===== src/rtl/led_bank_scheduler.sv =====
`default_nettype none
// ============================================================================
//  Module   : led_bank_scheduler
//  Purpose  : Round-robin arbiter that lends the red (10) or green (8) LED
//             bank to one of four requesters for a number of PWM frames,
//             at steady or breathing brightness, with a blanking gap after.
//  Revision : 1.0  initial release
// ============================================================================
module led_bank_scheduler #(
    parameter int IN_HZ      = 50_000_000,
    parameter int PWM_PERIOD = IN_HZ / 1_000,
    parameter int GAP_CYC    = IN_HZ / 50_000
) (
    input  logic        clk,
    input  logic        rst,
    input  logic [3:0]  req,
    input  logic [3:0]  req_bank,
    input  logic [3:0]  req_breathe,
    input  logic [15:0] req_level,
    input  logic [31:0] req_frames,
    output logic [3:0]  gnt,
    output logic [3:0]  active,
    output logic        done,
    output logic [9:0]  led_red,
    output logic [7:0]  led_green
);

    localparam int c_pwm_w = (PWM_PERIOD > 1) ? $clog2(PWM_PERIOD) : 1;
    localparam int c_thr_w = $clog2(PWM_PERIOD + 1);
    localparam int c_gap_w = (GAP_CYC > 1) ? $clog2(GAP_CYC) : 1;
    localparam int c_step  = PWM_PERIOD / 10;

    localparam logic [c_pwm_w-1:0] c_pwm_last = c_pwm_w'(PWM_PERIOD - 1);
    localparam logic [c_gap_w-1:0] c_gap_last = c_gap_w'(GAP_CYC - 1);
    localparam logic [c_thr_w-1:0] c_thr_full = c_thr_w'(PWM_PERIOD);
    localparam logic [c_thr_w-1:0] c_thr_step = c_thr_w'(c_step);

    typedef enum logic [1:0] {
        S_IDLE = 2'd0,
        S_RUN  = 2'd1,
        S_GAP  = 2'd2
    } state_t;

    state_t r_state;
    state_t w_state_next;

    logic [1:0]         r_rr_ptr;
    logic [1:0]         r_owner;
    logic               r_bank;
    logic               r_breathe;
    logic               r_dir_down;
    logic [3:0]         r_level;
    logic [3:0]         r_eff;
    logic [7:0]         r_frames;
    logic [7:0]         r_frame_cnt;
    logic [c_pwm_w-1:0] r_pwm_cnt;
    logic [c_gap_w-1:0] r_gap_cnt;

    logic               w_found;
    logic               w_grant;
    logic               w_end;
    logic               w_wrap;
    logic [1:0]         w_win;
    logic [1:0]         w_idx;
    logic [3:0]         w_lvl_raw;
    logic [3:0]         w_lvl_clamp;
    logic [3:0]         w_eff_next;
    logic [7:0]         w_frm_raw;
    logic [7:0]         w_frm_fix;
    logic [7:0]         w_frame_next;
    logic               w_dir_next;
    logic               w_bank_next;
    logic               w_led_on;
    logic [c_pwm_w-1:0] w_pwm_next;
    logic [c_thr_w-1:0] w_thr;

    // Round-robin search: first requester at or above rr_ptr, wrapping mod 4
    always_comb begin
        w_found = 1'b0;
        w_win   = r_rr_ptr;
        w_idx   = r_rr_ptr;
        for (int i = 0; i < 4; i++) begin
            w_idx = r_rr_ptr + 2'(i);
            if (!w_found && req[w_idx]) begin
                w_found = 1'b1;
                w_win   = w_idx;
            end
        end
    end

    // Winner's level clamped to 10 and frame count with 0 promoted to 1
    assign w_lvl_raw   = req_level[{w_win, 2'b00} +: 4];
    assign w_lvl_clamp = (w_lvl_raw > 4'd10) ? 4'd10 : w_lvl_raw;
    assign w_frm_raw   = req_frames[{w_win, 3'b000} +: 8];
    assign w_frm_fix   = (w_frm_raw == 8'd0) ? 8'd1 : w_frm_raw;
    assign w_wrap      = (r_pwm_cnt == c_pwm_last);

    // State register
    always_ff @(posedge clk) begin
        if (rst) begin
            r_state <= S_IDLE;
        end else begin
            r_state <= w_state_next;
        end
    end

    // Next-state, counter and brightness sequencing
    always_comb begin
        w_state_next = r_state;
        w_grant      = 1'b0;
        w_end        = 1'b0;
        w_pwm_next   = '0;
        w_frame_next = 8'd0;
        w_eff_next   = r_eff;
        w_dir_next   = r_dir_down;
        w_bank_next  = r_bank;
        case (r_state)
            S_IDLE: begin
                if (w_found) begin
                    w_state_next = S_RUN;
                    w_grant      = 1'b1;
                    w_bank_next  = req_bank[w_win];
                    w_eff_next   = req_breathe[w_win] ? 4'd0 : w_lvl_clamp;
                    w_dir_next   = 1'b0;
                end
            end
            S_RUN: begin
                if (!req[r_owner] || (w_wrap && (r_frame_cnt == r_frames - 8'd1))) begin
                    w_state_next = S_GAP;
                    w_end        = 1'b1;
                end else if (w_wrap) begin
                    w_frame_next = r_frame_cnt + 8'd1;
                    // Triangle ramp: climb to level, then fall back to 0
                    if (r_breathe && (r_level != 4'd0)) begin
                        if (r_dir_down) begin
                            w_eff_next = r_eff - 4'd1;
                            if (r_eff == 4'd1) begin
                                w_dir_next = 1'b0;
                            end
                        end else begin
                            w_eff_next = r_eff + 4'd1;
                            if ((r_eff + 4'd1) == r_level) begin
                                w_dir_next = 1'b1;
                            end
                        end
                    end
                end else begin
                    w_pwm_next   = r_pwm_cnt + 1'b1;
                    w_frame_next = r_frame_cnt;
                end
            end
            S_GAP: begin
                if (r_gap_cnt == c_gap_last) begin
                    w_state_next = S_IDLE;
                end
            end
            default: begin
                w_state_next = S_IDLE;
            end
        endcase
    end

    // Level 10 is full-on regardless of PWM_PERIOD/10 rounding
    assign w_thr    = (w_eff_next >= 4'd10) ? c_thr_full
                                            : (c_thr_w'(w_eff_next) * c_thr_step);
    assign w_led_on = (w_state_next == S_RUN) && (c_thr_w'(w_pwm_next) < w_thr);

    // Session registers, registered outputs and round-robin pointer
    always_ff @(posedge clk) begin
        if (rst) begin
            r_rr_ptr    <= 2'd0;
            r_owner     <= 2'd0;
            r_bank      <= 1'b0;
            r_breathe   <= 1'b0;
            r_dir_down  <= 1'b0;
            r_level     <= 4'd0;
            r_eff       <= 4'd0;
            r_frames    <= 8'd0;
            r_frame_cnt <= 8'd0;
            r_pwm_cnt   <= '0;
            r_gap_cnt   <= '0;
            gnt         <= 4'b0000;
            active      <= 4'b0000;
            done        <= 1'b0;
            led_red     <= 10'd0;
            led_green   <= 8'd0;
        end else begin
            gnt         <= w_grant ? (4'b0001 << w_win) : 4'b0000;
            done        <= w_end;
            led_red     <= {10{w_led_on & w_bank_next}};
            led_green   <= {8{w_led_on & ~w_bank_next}};
            r_pwm_cnt   <= w_pwm_next;
            r_frame_cnt <= w_frame_next;
            r_eff       <= w_eff_next;
            r_dir_down  <= w_dir_next;
            r_bank      <= w_bank_next;
            r_gap_cnt   <= ((r_state == S_GAP) && (w_state_next == S_GAP))
                           ? (r_gap_cnt + 1'b1) : '0;
            if (w_grant) begin
                r_owner   <= w_win;
                r_breathe <= req_breathe[w_win];
                r_level   <= w_lvl_clamp;
                r_frames  <= w_frm_fix;
                active    <= 4'b0001 << w_win;
            end else if (w_end) begin
                active   <= 4'b0000;
                r_rr_ptr <= r_owner + 2'd1;
            end
        end
    end

endmodule
`default_nettype wire


===== config.mk =====
export PLATFORM = sky130hd
export DESIGN_NAME = led_bank_scheduler
export DESIGN_NICKNAME = d
export VERILOG_FILES = /design/src/rtl/led_bank_scheduler.sv
export SDC_FILE = /design/constraint.sdc
export NUM_CORES = 1
export LEC_CHECK = 0
export CORE_ASPECT_RATIO = 1.25
export CORE_UTILIZATION = 53
export CTS_BUF_LIST = sky130_fd_sc_hd__clkbuf_8 sky130_fd_sc_hd__clkbuf_16
export CTS_CLUSTER_DIAMETER = 200
export DETAILED_ROUTE_END_ITERATION = 6
export PLACE_DENSITY_LB_ADDON = 0.3
export SYNTH_ARGS = -nofsm -noshare
export SYNTH_HDL_FRONTEND = slang
export SYNTH_SLANG_ARGS = --single-unit

===== constraint.sdc =====
create_clock -name clk -period 7.35 [get_ports clk]
set_clock_uncertainty 0.2 [all_clocks]
set_input_delay 0.735 -clock clk [delete_from_list [all_inputs] [get_ports clk]]
set_output_delay 0.735 -clock clk [all_outputs]
set_load 0.03 [all_outputs]

==> results of run 1 <==
## sequential cells by signal, indices dropped and copies added, names as in the netlist
| name | count |
|---|---|
| r_pwm_cnt | 16 |
| r_gap_cnt | 10 |
| r_frame_cnt | 8 |
| r_frames | 8 |
| active | 4 |
| gnt | 4 |
| r_eff | 4 |
| r_level | 4 |
| r_owner | 2 |
| r_rr_ptr | 2 |
| r_state | 2 |
| done | 1 |
| led_green | 1 |
| led_red | 1 |
| r_bank | 1 |
| r_breathe | 1 |
| r_dir_down | 1 |
## metal layers
metal	vias to the layer above	share of wire	track usage
met4	0	0.026	0.0988
li1	2075	-	-
met1	1944	0.43	0.301
met2	139	0.49	0.418
met3	24	0.049	0.0489
met5	-	0	0
## final timing paths
kind	to	slack [ns]
max reg2reg	led_green[0]	1.09
max	led_green[0]	0.55
min reg2reg	r_pwm_cnt[0]	0.25
min	r_pwm_cnt[0]	0.25
## report_power, final
group,internal [W],switching [W],leakage [nW]
clock network,0.000200,0.000149,0.118
logic,0.000270,0.000331,1.57
registers,0.000412,0.0000415,0.570
total,0.000882,0.000522,2.26
## synth_stat cells (all sizes together), types with 9 or more instances
cell	number	area, um2
a21o	13	97.6
a21oi	31	163
and3	9	56.3
buf	24	181
clkbuf	16	60.1
dfxtp	70	1400
ha	35	438
inv	22	82.6
mux4	13	293
nand2	45	169
nand3	20	100
nand4	10	62.6
nor2	68	255
nor2b	10	62.6
nor3	23	115
o21ai	14	70.1
or3	9	56.3
xnor2	31	272
xor2	19	166
## critical path, cell delays in order
cell and delay [ns]:
sky130_fd_sc_hd__clkdlybuf4s50_1 0.71, sky130_fd_sc_hd__nor2_1 0.12, sky130_fd_sc_hd__o21bai_1 0.15, sky130_fd_sc_hd__and4_4 0.41, sky130_fd_sc_hd__mux4_2 0.58, sky130_fd_sc_hd__nor2b_1 0.17, sky130_fd_sc_hd__and2_1 0.16, sky130_fd_sc_hd__a211o_1 0.26
sky130_fd_sc_hd__inv_2 0.13, sky130_fd_sc_hd__fa_1 0.43, sky130_fd_sc_hd__ha_1 0.32, sky130_fd_sc_hd__inv_1 0.07, sky130_fd_sc_hd__fa_1 0.44, sky130_fd_sc_hd__nor2b_1 0.16, sky130_fd_sc_hd__o21ai_0 0.09, sky130_fd_sc_hd__nand2b_1 0.11
sky130_fd_sc_hd__xnor2_1 0.07, sky130_fd_sc_hd__or3_1 0.31, sky130_fd_sc_hd__ha_1 0.30, sky130_fd_sc_hd__a21o_1 0.19, sky130_fd_sc_hd__a21o_1 0.17, sky130_fd_sc_hd__a2111oi_0 0.37, sky130_fd_sc_hd__o211ai_1 0.17, sky130_fd_sc_hd__nor3b_1 0.22
## kinds of logic (layout without fill, tap and decap cells)
| kind of cell | count (synthesis) | after routing | synth area share |
|---|---|---|---|
| AND/OR/NAND/NOR | 229 | 229 | 0.238 |
| adder cells (fa/ha/maj) | 38 | 38 | 0.105 |
| flip-flops | 70 | 70 | 0.294 |
| multiplexers | 18 | 18 | 0.0723 |
| AO/OA/AOI/OAI | 90 | 90 | 0.131 |
| XOR/XNOR | 50 | 50 | 0.0920 |
| buffers and inverters | 62 | 132 | 0.0681 |
## area by class of cell
class / count / area (um2)
clock inverter: 6 / 86.3
clock buffer: 10 / 138
tap: 120 / 150
multi-input combinational: 425 / 3040
timing repair buffer: 94 / 926
fill: 715 / 2880
inverter: 22 / 82.6
sequential: 70 / 1400
## metrics by stage
| step | total power [W] | cells |
|---|---|---|
| 2_1_floorplan | 0.000904 | 557 |
| 3_3_place_gp | 0.00104 | 731 |
| 3_5_place_dp | 0.00106 | 731 |
| 4_1_cts | 0.00141 | 747 |
| 5_1_grt | 0.00149 | 747 |
| 6_report | 0.00140 | 747 |
==> impl_metrics.tcl, run 1 <==
set metrics [dict create \
    slew_viol_final 0 \
    drc 0 \
    power_density_nw_per_um2 241 \
    cp-startpoint "req[3]" \
    end_kind "register" \
    hold_path_depth 1 \
    hold_slack_ns 0.255 \
    die_width_um 86.8 \
    antenna_found_initial 0 \
    timing.critical_path.from_type "input port" \
    peakVddDrop_mv 0.177 \
    buffer_ports.inserted 88 \
    most-common-layout-cells "88 x sky130_fd_sc_hd__clkdlybuf4s50_1, 70 x sky130_fd_sc_hd__dfxtp_1, 68 x sky130_fd_sc_hd__nor2_1" \
    relSlewSlack 0.489 \
    rsz_0062_raised_after_global_routing "false" \
    timing.final.crit_period_ns 6.80 \
    route.detailed.wl_per_inst_um 14.7 \
    post_cts_resize_count 0 \
    ys_warn_count 0 \
    worst-path-max-fanout 18 \
    syn_nets 657 \
    route.detailed.vias_per_inst 5.60 \
    fin_tns_setup_ns 0 \
    placed_area_um2 5600 \
    tritoncts "done" \
    insertion_delay_ns 0.36 \
    preCtsSetupSlack_ns 0.223 \
    worst_slew_pin_slew_ns 0.764 \
    clock_path_buffers 2 \
    hold_path.startpoint "r_pwm_cnt[0]" \
    syn_avg_cell_area_um2 8.55 \
    gp_congestion 0.954 \
    wire_length_of_the_first_global_routing_pass_mm 18.0 \
    post-cts-setup-buffers 0 \
    leak_pwr_nw 2.26 \
    remaining_overflow_grt 0 \
    ys_dominant_reg_cell "sky130_fd_sc_hd__dfxtp_1" \
    grt_pass1_vias 3984 \
    numCtsBuffers 9 \
    ys_seq_area_frac 0.294 \
    cts_root_buf "sky130_fd_sc_hd__clkbuf_8" \
    htreeDepth 3 \
    final_critical_path_setup_slack_ns 0.555 \
    core_area_um2 8700 \
    synth-seq-cells 70 \
    insertedDiodeCount 0 \
    layout.cells.most_common "sky130_fd_sc_hd__clkdlybuf4s50_1" \
    number_of_clock_sinks 70 \
    grt_start_max_net_pins 40 \
    aggregate_global_route_resource_usage 0.245 \
    die_outline_height_um 108 \
    reg2reg_from "r_frames[0]" \
    final-setup-viol-count 0 \
    vias 4182 \
    cap_viol_max_count 0 \
    drt-total-wl_mm 11.0 \
    synth-async-reset-ratio 0 \
    crit_required_ns 7.42 \
    place_hpwl_mm 8.49 \
    ys_types 60 \
    post_route_cells_drive_above_1_share 0.0718 \
    row_count 38 \
    drt_first_iter_violations 235 \
    cell_count_of_the_worst_reg_to_reg_path 25 \
    hold_viol_final 0 \
    fin_crit_sh 0.925 \
    synthCells 557 \
    syn_to_final_growth_pct 22.2 \
    timing.setup.critical_path_class "input port to register" \
    dr.pass1.iters 5 \
    hold_buffers 0 \
    clk_pin_slew_ns 0.08 \
    drtAntennaViolNets 0 \
    design_area_um2 5820 \
    post_synth_instance_area_um2 4760 \
    synth-edff-count 0 \
    critical_path_arrival_ns 6.86 \
    start_util 0.547 \
    finalCoreUtilization 0.669 \
    run_status "completed" \
    fmax_ghz 0.147 \
    hold_class "register to register" \
    design.die.area_um2 9370 \
    io_pins 89 \
    fin_nets 722 \
]
No activity file was read; power rests on OpenSTA's default activity.
==> inputs of run 2 (changes only) <==
--- a/constraint.sdc
+++ b/constraint.sdc
@@ -4,2 +4,2 @@
 set_output_delay 0.735 -clock clk [all_outputs]
-set_load 0.03 [all_outputs]
+set_load 0.01 [all_outputs]
==> results of run 2 <==
Same layout as run 1 (identical final DEF). Status: completed.
Main changes from that run: total power 0.00140 W -> 0.00136 W
